### config.mk
export PLATFORM = sky130hd
export DESIGN_NAME = pipelined_mux_nx1
export DESIGN_NICKNAME = d
export VERILOG_FILES = /design/src/rtl/pipelined_mux_nx1.sv
export SDC_FILE = /design/constraint.sdc
export NUM_CORES = 1
export LEC_CHECK = 0
export ABC_AREA = 1
export CAP_MARGIN = 5
export CELL_PAD_IN_SITES_DETAIL_PLACEMENT = 0
export CELL_PAD_IN_SITES_GLOBAL_PLACEMENT = 2
export CORE_ASPECT_RATIO = 0.8
export CORE_MARGIN = 2
export CORE_UTILIZATION = 26
export DETAILED_ROUTE_END_ITERATION = 6
export PLACE_DENSITY_LB_ADDON = 0.2
export SKIP_LAST_GASP = 1
export SYNTH_ARGS = -nofsm -noshare
export SYNTH_HDL_FRONTEND = slang
export SYNTH_SLANG_ARGS = --single-unit
### constraint.sdc
create_clock -name clk -period 3.35 [get_ports clk]
set_input_delay 0.335 -clock clk [delete_from_list [all_inputs] [get_ports clk]]
set_output_delay 0.335 -clock clk [all_outputs]
set_load 0.05 [all_outputs]
### src/rtl/pipelined_mux_nx1.sv
// N:1 multiplexer built as a binary tree of 2:1 selects with valid/ready
// handshaking. Grant is fixed-channel or round-robin; the granted index
// travels with the data and steers each tree level. With PIPELINED=1 every
// level is registered, otherwise only the final level is.
module pipelined_mux_nx1 #(
  parameter int unsigned WIDTH      = 64,
  parameter int unsigned NUM_INPUTS = 8,
  parameter int unsigned PIPELINED  = 1
) (
  input  logic                          clk,
  input  logic                          rst,
  input  logic                          mode,
  input  logic [$clog2(NUM_INPUTS)-1:0] sel,
  input  logic [NUM_INPUTS*WIDTH-1:0]   in_data,
  input  logic [NUM_INPUTS-1:0]         in_valid,
  output logic [NUM_INPUTS-1:0]         in_ready,
  output logic [WIDTH-1:0]              out_data,
  output logic [$clog2(NUM_INPUTS)-1:0] out_chan,
  output logic                          out_valid,
  input  logic                          out_ready
);

  localparam int unsigned SELW = $clog2(NUM_INPUTS);

  logic [SELW-1:0]  r_rr_ptr;
  logic [SELW-1:0]  w_gidx;
  logic [SELW-1:0]  w_cand;
  logic             w_gvalid;
  logic             w_stall;
  logic             w_accept;

  // Tree nodes, level by level: level l occupies entries
  // [NUM_INPUTS - (NUM_INPUTS >> l) +: NUM_INPUTS >> (l+1)]; the last entry is the root.
  logic [WIDTH-1:0] w_node [NUM_INPUTS-1];
  logic [SELW-1:0]  w_lidx [SELW];
  logic             w_lv   [SELW];

  assign w_stall  = out_valid & ~out_ready;
  assign w_accept = w_gvalid & ~w_stall & ~rst;

  // Grant: fixed channel sel, or first requester at/after rr_ptr with wrap
  always_comb begin
    w_gidx   = '0;
    w_gvalid = 1'b0;
    w_cand   = '0;
    if (!mode) begin
      w_gidx   = sel;
      w_gvalid = in_valid[sel];
    end else begin
      for (int unsigned i = 0; i < NUM_INPUTS; i++) begin
        w_cand = r_rr_ptr + SELW'(i);
        if (!w_gvalid && in_valid[w_cand]) begin
          w_gidx   = w_cand;
          w_gvalid = 1'b1;
        end
      end
    end
  end

  // One-hot accept for the granted channel only when the pipe can advance
  always_comb begin
    in_ready         = '0;
    in_ready[w_gidx] = w_accept;
  end

  // Round-robin pointer moves past the winner on each round-robin transfer
  always_ff @(posedge clk) begin
    if (rst) begin
      r_rr_ptr <= '0;
    end else if (w_accept && mode) begin
      r_rr_ptr <= w_gidx + SELW'(1);
    end
  end

  for (genvar l = 0; l < SELW; l++) begin : g_lvl
    localparam int unsigned NO   = NUM_INPUTS >> (l + 1);
    localparam int          OFF  = int'(NUM_INPUTS) - int'(NUM_INPUTS >> l);
    localparam int          IOFF = OFF - int'(2 * NO);

    logic [SELW-1:0] w_idx_in;
    logic            w_v_in;

    if (l == 0) begin : g_ctl_src
      assign w_idx_in = w_gidx;
      assign w_v_in   = w_accept;
    end else begin : g_ctl_src
      assign w_idx_in = w_lidx[l-1];
      assign w_v_in   = w_lv[l-1];
    end

    if (PIPELINED != 0 || l == SELW - 1) begin : g_ctl_reg
      logic [SELW-1:0] r_idx;
      logic            r_v;
      // Carried index and valid bit for this level; frozen while stalled
      always_ff @(posedge clk) begin
        if (rst) begin
          r_idx <= '0;
          r_v   <= 1'b0;
        end else if (!w_stall) begin
          r_idx <= w_idx_in;
          r_v   <= w_v_in;
        end
      end
      assign w_lidx[l] = r_idx;
      assign w_lv[l]   = r_v;
    end else begin : g_ctl_comb
      assign w_lidx[l] = w_idx_in;
      assign w_lv[l]   = w_v_in;
    end

    for (genvar j = 0; j < NO; j++) begin : g_pair
      logic [WIDTH-1:0] w_a;
      logic [WIDTH-1:0] w_b;
      logic [WIDTH-1:0] w_m;

      if (l == 0) begin : g_src
        assign w_a = in_data[(2*j)*WIDTH +: WIDTH];
        assign w_b = in_data[(2*j+1)*WIDTH +: WIDTH];
      end else begin : g_src
        assign w_a = w_node[IOFF + 2*j];
        assign w_b = w_node[IOFF + 2*j + 1];
      end

      // Bit l of the granted index picks the odd or even child
      assign w_m = w_idx_in[l] ? w_b : w_a;

      if (PIPELINED != 0 || l == SELW - 1) begin : g_reg
        logic [WIDTH-1:0] r_d;
        // Pair result register; frozen while stalled
        always_ff @(posedge clk) begin
          if (rst) begin
            r_d <= '0;
          end else if (!w_stall) begin
            r_d <= w_m;
          end
        end
        assign w_node[OFF + j] = r_d;
      end else begin : g_comb
        assign w_node[OFF + j] = w_m;
      end
    end
  end

  assign out_data  = w_node[NUM_INPUTS-2];
  assign out_chan  = w_lidx[SELW-1];
  assign out_valid = w_lv[SELW-1];

endmodule

; ---- Word level (Yosys, flattened, before mapping)
; Cells that the tools add are included.
; Widths: inputs -> output; s select.
[classes]
add_sub_neg = 8
order_cmp = 11
mux = 52
bitwise = 7
reduce_logical = 16
[op_table]
columns = op, count
row1 = $mux 64, 7
row2 = $lt 3x4->1 const B, 10
row3 = $bmux 1 s3, 9
row4 = $mux 3, 9
row5 = $mux 1, 26
row6 = $add 3x3->3 const B, 4
row7 = $logic_and 1x1->1, 9
row8 = $and 8x8->8, 1
row9 = $logic_not 1->1, 7
row10 = $add 3x1->3 const B, 2
row11 = $add 3x2->3 const B, 2
row12 = $and 1x1->1, 3
row13 = $demux 1 s3, 1
row14 = $ge 3x1->1 const B, 1
row15 = $not 1->1, 3
[totals]
register_bits = 463
in_bits = 527
out_inout_bits = 76
word_cells = 108

; ---- Longest topological paths before layout
; Gate-level depths: netlist (run 1).
[depth]
ltp_word = 37
ltp_mapped = 23
depth_no_buf = 21

; ---- Worst setup path after synthesis (run 1)
; OpenSTA, ideal clock, no wires.
[synth_timing]
path_kind = reg2out
from = reg r_rr_ptr[1]
to = out in_ready[1]
arrival_ns = 3.479
t_required_ns = 3.015
path_slack_ns = -0.464
path_stages_with_launch = 19
n_path_buf = 3
path_cell_list = dfxtp_1 > buf_4 > inv_2 > ha_1 > inv_2 > nand3_1 > nand3_1 > nand2_1 > nor2_4 > nand4_2 > nor2_4 > nand3_1 > nand2_1 > nand3_2 > nand2_2 > inv_2 > buf_2 > buf_4 > nor3_1
[synth_via]
elab_chain_cells = 37
word_cells_on_any_way = 70
cone_classes = add/sub (7) / order compare (2) / mux (43) / bitwise (3) / reduce/logical (15)
[synth_rtl]
columns = item, line
row1 = "start, declared", 25  ; logic [SELW-1:0] r_rr_ptr;
row2 = "start signal, assigned", 71  ; r_rr_ptr <= w_gidx + SELW'(1);
row3 = "parallel branches: the longest is 36 deep, another holds $add 3x1->3", -
row4 = $and 8x8->8 (no source line) (*), -
row5 = "end, declared", 16  ; output logic [NUM_INPUTS-1:0] in_ready,
; Every way passes the cells marked *. The select of a mux whose other input is x is not followed.

; ---- Worst setup path in the final report (run 1)
[layout_timing]
from = reg r_rr_ptr[1]
to = out in_ready[2]
; The elaborated chain is that of the path after synthesis.

==> results of run 1 <==
-- worst paths after layout --
kind | startpoint | end | cells past startpoint
worst min-delay path | in_data[374] | g_lvl[0].g_pair[2].g_reg.r_d[54] | 3
worst max register to register | r_rr_ptr[1] | g_lvl[0].g_pair[0].g_reg.r_d[31] | 17
worst min register to register | g_lvl[0].g_ctl_reg.r_v | g_lvl[1].g_ctl_reg.r_v | 2
worst max-delay path | r_rr_ptr[1] | in_ready[2] | 16
-- worst max-delay path: stages (launching register included) --
cell,delay (ns)
sky130_fd_sc_hd__dfxtp_2,0.34
sky130_fd_sc_hd__inv_2,0.06
sky130_fd_sc_hd__ha_4,0.37
sky130_fd_sc_hd__nand3_4,0.12
sky130_fd_sc_hd__nand3_4,0.12
sky130_fd_sc_hd__nand2_4,0.06
sky130_fd_sc_hd__nor2_4,0.15
sky130_fd_sc_hd__nand4_4,0.10
sky130_fd_sc_hd__nor2_4,0.18
sky130_fd_sc_hd__nand3_2,0.11
sky130_fd_sc_hd__nand2_1,0.07
sky130_fd_sc_hd__inv_1,0.05
sky130_fd_sc_hd__nand2_2,0.08
sky130_fd_sc_hd__a21boi_2,0.08
sky130_fd_sc_hd__buf_4,0.15
sky130_fd_sc_hd__nor3_4,0.19
sky130_fd_sc_hd__buf_6,0.19
-- where the power goes --
| group | leakage [nW] | internal (mW) | switching (mW) | total [mW] |
|---|---|---|---|---|
| registers | 3.84 | 6.18 | 0.381 | 6.56 |
| clock network | 0.873 | 3.50 | 2.39 | 5.89 |
| logic | 6.37 | 1.55 | 2.10 | 3.65 |
| total | 11.1 | 11.2 | 4.87 | 16.1 |
-- cell usage in the layout (no fill, tap or decap), types with 54 or more instances in the layout --
cell type,count
sky130_fd_sc_hd__clkdlybuf4s50_1,594
sky130_fd_sc_hd__o21ai_0,543
sky130_fd_sc_hd__inv_1,208
sky130_fd_sc_hd__nor2_1,152
sky130_fd_sc_hd__nand2_1,245
sky130_fd_sc_hd__nand3_1,407
sky130_fd_sc_hd__mux2i_1,129
sky130_fd_sc_hd__o21ai_1,167
sky130_fd_sc_hd__o22ai_1,70
sky130_fd_sc_hd__clkbuf_16,54
sky130_fd_sc_hd__dfxtp_1,458
-- sequential cells by signal, summed over array words and instances (netlist names) --
name	cells
out_valid	1
g_lvl.g_ctl_reg.r_v	2
r_rr_ptr	3
out_data	64
out_chan	3
g_lvl.g_ctl_reg.r_idx	6
g_lvl.g_pair.g_reg.r_d	384
-- metrics by stage --
stage / worst slack (ns) / utilization (%) / instances / hold slack, ns
2_1_floorplan: -0.07951 / - / 2708 / 0.4041
3_3_place_gp: -0.01300 / 35.43 / 4154 / 0.4319
3_5_place_dp: -0.09194 / 35.43 / 4154 / 0.4485
4_1_cts: -0.05085 / 38.03 / 4255 / 0.3071
5_1_grt: -0.1908 / 38.33 / 4265 / 0.3294
6_report: -0.006945 / 38.35 / 4273 / 0.3524
-- final cells by class --
cell class              instances  area [um2]
clock buffers                  81        1602
multi-input cells            1796        9669
repair buffers                669        6832
diodes                         11       27.53
clock inverters                12       157.7
well taps                    1023        1280
fillers                      8084       47730
flip-flops and latches        463        9280
inverters                     218       845.8
-- what timing repair did --
action,in CTS,in global routing
setup endpoints to repair,46,58
buffers inserted,8,6
gates cloned,0,1
gates resized for setup,46,33
pin swaps,12,21
-- Yosys cell counts, types with 2 or more instances --
master                     instances
sky130_fd_sc_hd__nand4_1           5
sky130_fd_sc_hd__buf_6            10
sky130_fd_sc_hd__inv_1           213
sky130_fd_sc_hd__nor3_1            6
sky130_fd_sc_hd__ha_1              2
sky130_fd_sc_hd__nand3_1         419
sky130_fd_sc_hd__nand3b_1          2
sky130_fd_sc_hd__a21oi_1           8
sky130_fd_sc_hd__nand3_2           7
sky130_fd_sc_hd__buf_2            38
sky130_fd_sc_hd__buf_1            14
sky130_fd_sc_hd__nand2_2           3
sky130_fd_sc_hd__mux2i_1         129
sky130_fd_sc_hd__inv_2             5
sky130_fd_sc_hd__nand2_1         264
sky130_fd_sc_hd__o21ai_1         167
sky130_fd_sc_hd__nor2_1          160
sky130_fd_sc_hd__nor2_4            2
sky130_fd_sc_hd__buf_4             7
sky130_fd_sc_hd__o21ai_0         543
sky130_fd_sc_hd__clkbuf_1        161
sky130_fd_sc_hd__dfxtp_1         463
sky130_fd_sc_hd__o22ai_1          70
-- metal layers --
| metal | share of wire, % | vias up |
|---|---|---|
| met5 | 0.12 | - |
| met1 | 44 | 9586 |
| met3 | 6.0 | 112 |
| met2 | 47 | 491 |
| met4 | 2.4 | 16 |
| li1 | - | 10240 |
-- logic make-up after synthesis --
logic type / Yosys count / share of synthesized area (%)
compound gates: 791 / 19.84
mux: 129 / 6.320
xor+xnor: 4 / 0.2450
buf+inv: 449 / 9.034
simple gates: 870 / 19.07
fa+ha+maj: 2 / 0.1225
flops: 463 / 45.37
==> report_table.html, run 1 <==
<table>
<tr><th>Metric</th><th>Value</th></tr>
<tr><th colspan="2">Placement</th></tr>
<tr><td>Post-placement cell area</td><td>around 27,000 um2</td></tr>
<tr><td>Half-perimeter wire length after detailed placement</td><td>56.21 mm</td></tr>
<tr><td>Final Wtd Congestion</td><td>between 0.8 and 0.9</td></tr>
<tr><td>Count of input and output buffers</td><td>602</td></tr>
<tr><th colspan="2">Power and ir drop</th></tr>
<tr><td>Power density over the cells</td><td>542.4 nW/um2</td></tr>
<tr><td>Leakage power</td><td>11.08 nW</td></tr>
<tr><td>Overall power</td><td>16.11 mW</td></tr>
<tr><td>Peak VDD IR</td><td>0.0003794 V</td></tr>
<tr><th colspan="2">Drt</th></tr>
<tr><td>Average via count per standard cell</td><td>4.784</td></tr>
<tr><td>DRC violations left</td><td>0</td></tr>
<tr><td>Detailed-route wire length per cell</td><td>19.07 um</td></tr>
<tr><td>Detailed-route wire length</td><td>81.47 mm</td></tr>
<tr><td>Antenna violation net count after detailed routing</td><td>0</td></tr>
<tr><td>Number of DRC markers after the initial detailed-route iteration</td><td>about 1,200</td></tr>
<tr><td>Detailed-router iteration count before antenna repair</td><td>5</td></tr>
<tr><td>Total number of vias</td><td>20,440</td></tr>
<tr><th colspan="2">Die</th></tr>
<tr><td>Site row count</td><td>just over 90</td></tr>
<tr><td>Horizontal die dimension</td><td>around 320 um</td></tr>
<tr><td>I/O pin total</td><td>603</td></tr>
<tr><td>Core outline area</td><td>77,420 um2</td></tr>
<tr><td>Die outline area</td><td>80,850 um2</td></tr>
<tr><td>Die extent in y</td><td>254.7 um</td></tr>
<tr><td>Initial Util</td><td>between 20% and 30%</td></tr>
<tr><th colspan="2">Worst setup path</th></tr>
<tr><td>Crit. End Element</td><td>output port</td></tr>
<tr><td>Internal reg-to-reg setup slack</td><td>0.23 ns</td></tr>
<tr><td>Data required time of the worst path</td><td>roughly 3.0 ns</td></tr>
<tr><td>Critical Path AT</td><td>between 3 and 4 ns</td></tr>
<tr><td>Worst Path Max Fanout</td><td>6</td></tr>
<tr><td>Kind of start point of the critical path</td><td>register</td></tr>
<tr><td>Crit path kind</td><td>register to output port</td></tr>
<tr><th colspan="2">Clock tree</th></tr>
<tr><td>Clock-pin slew of the registers on the worst-case setup and hold paths</td><td>0.06 ns</td></tr>
<tr><td>Clock Sink Count</td><td>between 400 and 500</td></tr>
<tr><td>Number of buffers created by CTS</td><td>52</td></tr>
<tr><td>Hold-fix buffers, CTS</td><td>0</td></tr>
<tr><td>Root cell of the clock tree</td><td>sky130_fd_sc_hd__clkbuf_16</td></tr>
<tr><td>Maximum buffer depth of the clock tree</td><td>3</td></tr>
<tr><td>Later-pin clock latency in the skew report</td><td>a little under 0.6 ns</td></tr>
<tr><td>TritonCTS clock tree</td><td>done</td></tr>
<tr><td>H-tree Lvls</td><td>2</td></tr>
<tr><th colspan="2">Global routing</th></tr>
<tr><td>First-pass GRT wire length</td><td>120.9 mm</td></tr>
<tr><td>Met2 Track Usage GR</td><td>31.95%</td></tr>
<tr><td>Total Routing Usage GR</td><td>19.04%</td></tr>
<tr><td>Maximum number of pins on one net before global-route repair</td><td>164</td></tr>
<tr><td>Met1 layer usage reported by global route</td><td>24.32%</td></tr>
<tr><td>Number of global-route vias before repair</td><td>~20,000</td></tr>
<tr><td>Congestion Overflow GR</td><td>0</td></tr>
<tr><td>Global Route met3 Usage</td><td>4.542%</td></tr>
<tr><td>Highest-utilization routing layer at the global route stage</td><td>met2</td></tr>
<tr><td>Number of antenna violations at the first check in global routing</td><td>19</td></tr>
<tr><th colspan="2">Outcome</th></tr>
<tr><td>Violations in the final reports</td><td>setup timing</td></tr>
<tr><td>Run status</td><td>finished with violations</td></tr>
<tr><th colspan="2">Cells and area</th></tr>
<tr><td>Net count of the finished layout</td><td>3,729</td></tr>
<tr><td>Share of layout cells above drive strength 1</td><td>7.255%</td></tr>
<tr><td>Growth of design area from synthesis to finish</td><td>45.35%</td></tr>
<tr><td>Post-route cell area</td><td>29,690 um2</td></tr>
<tr><th colspan="2">Timing</th></tr>
<tr><td>Final critical-path required period</td><td>3.357 ns</td></tr>
<tr><td>Max Fclk</td><td>0.2979 GHz</td></tr>
<tr><td>Final setup slack of the worst path</td><td>-0.006945 ns</td></tr>
<tr><td>Setup TNS</td><td>-0.006945 ns</td></tr>
<tr><td>Final number of hold-violating endpoints</td><td>0</td></tr>
<tr><td>Endpoints failing setup</td><td>1</td></tr>
<tr><td>Worst setup skew after layout</td><td>0.01843 ns</td></tr>
<tr><td>Tightest Pin Transition</td><td>0.9152 ns</td></tr>
<tr><td>Share of the clock period used by the worst path after layout</td><td>100.2%</td></tr>
<tr><td>Setup repair after global routing missed its margin</td><td>yes</td></tr>
<tr><td>Slew Limit Headroom</td><td>38.99%</td></tr>
<tr><td>Final Max Tran Viols</td><td>0</td></tr>
<tr><th colspan="2">Yosys</th></tr>
<tr><td>Leading post-synthesis cells by cell area</td><td>sky130_fd_sc_hd__dfxtp_1 (45%), sky130_fd_sc_hd__o21ai_0 (13%), sky130_fd_sc_hd__nand3_1 (10%), sky130_fd_sc_hd__mux2i_1 (6.3%), sky130_fd_sc_hd__nand2_1 (4.9%)</td></tr>
<tr><td>Cell variety after synth</td><td>33</td></tr>
<tr><td>Yosys top cell by area</td><td>sky130_fd_sc_hd__dfxtp_1</td></tr>
<tr><td>Gate count after technology mapping</td><td>between 2,000 and 3,000</td></tr>
<tr><td>Number of enable-type register cells in the synthesized netlist</td><td>0</td></tr>
<tr><td>Post-Synthesis Net Count</td><td>between 3,000 and 4,000</td></tr>
<tr><td>Primary flip-flop cell chosen by synthesis mapping</td><td>sky130_fd_sc_hd__dfxtp_1</td></tr>
<tr><td>Synth top area share</td><td>a little under half</td></tr>
<tr><td>Sequential-to-total area share from yosys stat</td><td>45.37%</td></tr>
<tr><td>Synthesized area per cell</td><td>7.544 um2</td></tr>
<tr><td>Ys async rst share</td><td>0%</td></tr>
<tr><td>Netlist area before placement</td><td>20,430 um2</td></tr>
<tr><td>Number of synthesized register bits</td><td>463</td></tr>
<tr><td>Number of warning messages in the yosys log</td><td>0</td></tr>
<tr><th colspan="2">Run</th></tr>
<tr><td>Number of violations of the max-capacitance limit</td><td>0</td></tr>
<tr><th colspan="2">Worst hold path</th></tr>
<tr><td>Type of the tightest min-delay check</td><td>primary input to register</td></tr>
</table>
Power figures use the tool's default switching activity.
==> run 2: changes to the inputs <==
Settings changed: CORE_UTILIZATION 26 to 27, CTS_BUF_LIST set to sky130_fd_sc_hd__clkbuf_4.
==> report_table.html, run 2 (synthesis results as in run 1) <==
<table>
<tr><th>Metric</th><th>Value</th></tr>
<tr><th colspan="2">Outcome</th></tr>
<tr><td>Run status</td><td>finished with violations</td></tr>
<tr><td>Violations in the final reports</td><td>setup timing</td></tr>
<tr><th colspan="2">Drt</th></tr>
<tr><td>Number of DRC markers after the initial detailed-route iteration</td><td>1,282</td></tr>
<tr><td>Total number of vias</td><td>22,700</td></tr>
<tr><td>Detailed-route wire length</td><td>85.88 mm</td></tr>
<tr><td>Detailed-route wire length per cell</td><td>17.99 um</td></tr>
<tr><td>Detailed-router iteration count before antenna repair</td><td>5</td></tr>
<tr><td>DRC violations left</td><td>0</td></tr>
<tr><td>Antenna violation net count after detailed routing</td><td>0</td></tr>
<tr><td>Average via count per standard cell</td><td>roughly 4.8</td></tr>
<tr><th colspan="2">Worst setup path</th></tr>
<tr><td>Number of cells on the critical path</td><td>18</td></tr>
<tr><td>Internal reg-to-reg setup slack</td><td>0.19 ns</td></tr>
<tr><td>Crit Reg-Reg Startpoint</td><td>r_rr_ptr[0]</td></tr>
<tr><td>Data required time of the worst path</td><td>around 3 ns</td></tr>
<tr><td>Cell class contributing the biggest share of worst-path delay</td><td>simple AND/OR/NAND/NOR gates</td></tr>
<tr><td>Crit path kind</td><td>register to output port</td></tr>
<tr><td>Largest stage delay on the critical path</td><td>0.34 ns</td></tr>
<tr><td>Number of cell instances on the worst register-to-register path</td><td>19</td></tr>
<tr><td>Worst flop-to-flop path endpoint</td><td>g_lvl[0].g_pair[0].g_reg.r_d[21]</td></tr>
<tr><td>Worst path slowest cell</td><td>sky130_fd_sc_hd__dfxtp_2</td></tr>
<tr><td>Critical Path AT</td><td>between 3 and 4 ns</td></tr>
<tr><td>Worst Path Max Fanout</td><td>7</td></tr>
<tr><td>Number of buffers and inverters on the critical path</td><td>4</td></tr>
<tr><td>Cell Chain, Critical Path</td><td>inv_2 -&gt; ha_4 -&gt; inv_6 -&gt; nand3_4 -&gt; nand3_2 -&gt; nand2_4 -&gt; nor2_4 -&gt; nand3_1 -&gt; nand2_1 -&gt; nand2_1 -&gt; nor2_1 -&gt; nand2_1 -&gt; nand3_4 -&gt; nand2_8 -&gt; inv_8 -&gt; nand2_4 -&gt; nor3_4 -&gt; buf_12</td></tr>
<tr><td>Library cell appearing most often on the critical path</td><td>sky130_fd_sc_hd__nand2_1</td></tr>
<tr><td>Crit. End Element</td><td>output port</td></tr>
<tr><td>Kind of start point of the critical path</td><td>register</td></tr>
<tr><th colspan="2">Clock tree</th></tr>
<tr><td>H-tree Lvls</td><td>4</td></tr>
<tr><td>Later-pin clock latency in the skew report</td><td>about 0.96 ns</td></tr>
<tr><td>Root cell of the clock tree</td><td>sky130_fd_sc_hd__clkbuf_4</td></tr>
<tr><td>TritonCTS clock tree</td><td>done</td></tr>
<tr><td>Clock-pin slew of the registers on the worst-case setup and hold paths</td><td>0.06 ns</td></tr>
<tr><td>Number of buffers created by CTS</td><td>133</td></tr>
<tr><td>Clock Sink Count</td><td>463</td></tr>
<tr><td>Maximum buffer depth of the clock tree</td><td>3</td></tr>
<tr><th colspan="2">Die</th></tr>
<tr><td>Die outline area</td><td>just under 80,000 um2</td></tr>
<tr><td>Initial Util</td><td>27.20%</td></tr>
<tr><td>Core outline area</td><td>around 75,000 um2</td></tr>
<tr><td>I/O pin total</td><td>603</td></tr>
<tr><td>Site row count</td><td>90</td></tr>
<tr><td>Horizontal die dimension</td><td>311.5 um</td></tr>
<tr><td>Die extent in y</td><td>250.0 um</td></tr>
<tr><th colspan="2">Cells and area</th></tr>
<tr><td>Layout Utilization</td><td>44.62%</td></tr>
<tr><td>Net count of the finished layout</td><td>~4,200</td></tr>
<tr><td>Share of layout cells above drive strength 1</td><td>around a tenth</td></tr>
<tr><td>Growth of design area from synthesis to finish</td><td>64.04%</td></tr>
<tr><td>Most common cell after layout, fill and taps aside</td><td>sky130_fd_sc_hd__clkdlybuf4s50_1</td></tr>
<tr><td>Largest register by flop count</td><td>g_lvl.g_pair.g_reg.r_d</td></tr>
<tr><td>Number of flip-flops under the largest register name</td><td>between 300 and 400</td></tr>
<tr><td>Commonest cells after routing, fill and taps aside</td><td>sky130_fd_sc_hd__clkdlybuf4s50_1 (594), sky130_fd_sc_hd__o21ai_0 (542), sky130_fd_sc_hd__dfxtp_1 (458)</td></tr>
<tr><th colspan="2">Global routing</th></tr>
<tr><td>First-pass GRT wire length</td><td>130.1 mm</td></tr>
<tr><td>Number of global-route vias before repair</td><td>23,280</td></tr>
<tr><td>Total Routing Usage GR</td><td>21.20%</td></tr>
<tr><td>Met1 layer usage reported by global route</td><td>26.27%</td></tr>
<tr><td>Met2 Track Usage GR</td><td>35.88%</td></tr>
<tr><td>Number of antenna violations at the first check in global routing</td><td>14</td></tr>
<tr><td>Maximum number of pins on one net before global-route repair</td><td>232</td></tr>
<tr><td>Global Route met3 Usage</td><td>slightly below 5%</td></tr>
<tr><td>Congestion Overflow GR</td><td>0</td></tr>
<tr><td>Highest-utilization routing layer at the global route stage</td><td>met2</td></tr>
<tr><th colspan="2">Timing</th></tr>
<tr><td>Worst setup skew after layout</td><td>0.03568 ns</td></tr>
<tr><td>Share of the clock period used by the worst path after layout</td><td>110.6%</td></tr>
<tr><td>Setup TNS</td><td>-2.318 ns</td></tr>
<tr><td>Final critical-path required period</td><td>3.704 ns</td></tr>
<tr><td>Final number of hold-violating endpoints</td><td>0</td></tr>
<tr><td>Endpoints failing setup</td><td>8</td></tr>
<tr><td>Final Max Tran Viols</td><td>0</td></tr>
<tr><td>Tightest Pin Transition</td><td>0.9512 ns</td></tr>
<tr><td>Slew Limit Headroom</td><td>36.59%</td></tr>
<tr><td>Max Fclk</td><td>0.2700 GHz</td></tr>
<tr><td>Worst hold margin</td><td>0.1187 ns</td></tr>
<tr><td>Setup repair after global routing missed its margin</td><td>yes</td></tr>
<tr><td>Final setup slack of the worst path</td><td>-0.3536 ns</td></tr>
<tr><th colspan="2">Worst hold path</th></tr>
<tr><td>Hold EP</td><td>g_lvl[0].g_pair[0].g_reg.r_d[36]</td></tr>
<tr><td>Hold Path Cell Cnt</td><td>3</td></tr>
<tr><td>Critical hold path startpoint</td><td>in_data[36]</td></tr>
<tr><td>Type of the tightest min-delay check</td><td>primary input to register</td></tr>
<tr><th colspan="2">Power and ir drop</th></tr>
<tr><td>Overall power</td><td>around 16 mW</td></tr>
<tr><td>Peak VDD IR</td><td>approximately 0.00022 V</td></tr>
<tr><td>Leakage power</td><td>around 13 nW</td></tr>
<tr><td>Power density over the cells</td><td>between 400 and 500 nW/um2</td></tr>
<tr><th colspan="2">Placement</th></tr>
<tr><td>Final Wtd Congestion</td><td>0.8557</td></tr>
<tr><td>Half-perimeter wire length after detailed placement</td><td>~55 mm</td></tr>
<tr><td>Count of input and output buffers</td><td>602</td></tr>
<tr><th colspan="2">Run</th></tr>
<tr><td>Number of violations of the max-capacitance limit</td><td>0</td></tr>
</table>
[run 2: through the flow]
step           cells  worst slack, ns  area [um2]
4_1_cts         4759          -0.4831       33270
6_report        4774          -0.3536       33510
2_1_floorplan   2708         -0.07951       20450
3_3_place_gp    4133          0.05292       27360
5_1_grt         4769          -0.5732       33500
3_5_place_dp    4133          0.03081       27360
[run 2: how the worst max path moves through the flow]
stage | from | end | slack, ns
after floorplan | r_rr_ptr[1] | in_ready[5] | -0.08
after global placement | r_rr_ptr[0] | g_lvl[0].g_pair[0].g_reg.r_d[21] | 0.05
after detailed placement | r_rr_ptr[0] | g_lvl[0].g_pair[1].g_reg.r_d[46] | 0.03
after CTS | r_rr_ptr[1] | in_ready[2] | -0.48
after global routing | r_rr_ptr[0] | in_ready[2] | -0.57
final | r_rr_ptr[0] | in_ready[0] | -0.35
[run 2: cell type report]
cell class	count	area, um2
Inverter	218	848.3
Timing Repair Buffer	1055	10770
Sequential cell	463	9280
Antenna cell	9	22.52
Clock buffer	203	1524
Clock inverter	18	125.1
Tap cell	1012	1266
Multi-Input combinational cell	1796	9676
Fill cell	7583	41600
[run 2: where the power goes]
part	total [mW]	switching (mW)	leakage [nW]	internal, mW
Sequential	6.56	0.379	3.84	6.18
Combinational	4.10	2.24	8.01	1.86
Clock	5.38	2.50	1.01	2.88
Total	16.0	5.12	12.9	10.9
[run 2: worst min-delay path, cell delays in order]
cell and delay (ns):
sky130_fd_sc_hd__clkdlybuf4s50_1 0.42, sky130_fd_sc_hd__o21ai_0 0.18, sky130_fd_sc_hd__o21ai_0 0.07
[run 2: what timing repair did]
action | in CTS | in global routing
setup buffers | 11 | 3
pin swaps | 15 | 18
gates cloned | 0 | 3
hold endpoints to repair | 218 | 0
resized for setup | 58 | 27
hold buffers | 394 | 0
endpoints found under the setup margin | 8 | 48
[run 2: metal layers]
| metal | part of all wire, % | vias to the layer above |
|---|---|---|
| met4 | 2.5 | 12 |
| met3 | 5.0 | 153 |
| li1 | - | 11250 |
| met5 | 0.097 | - |
| met1 | 45 | 10680 |
| met2 | 48 | 604 |
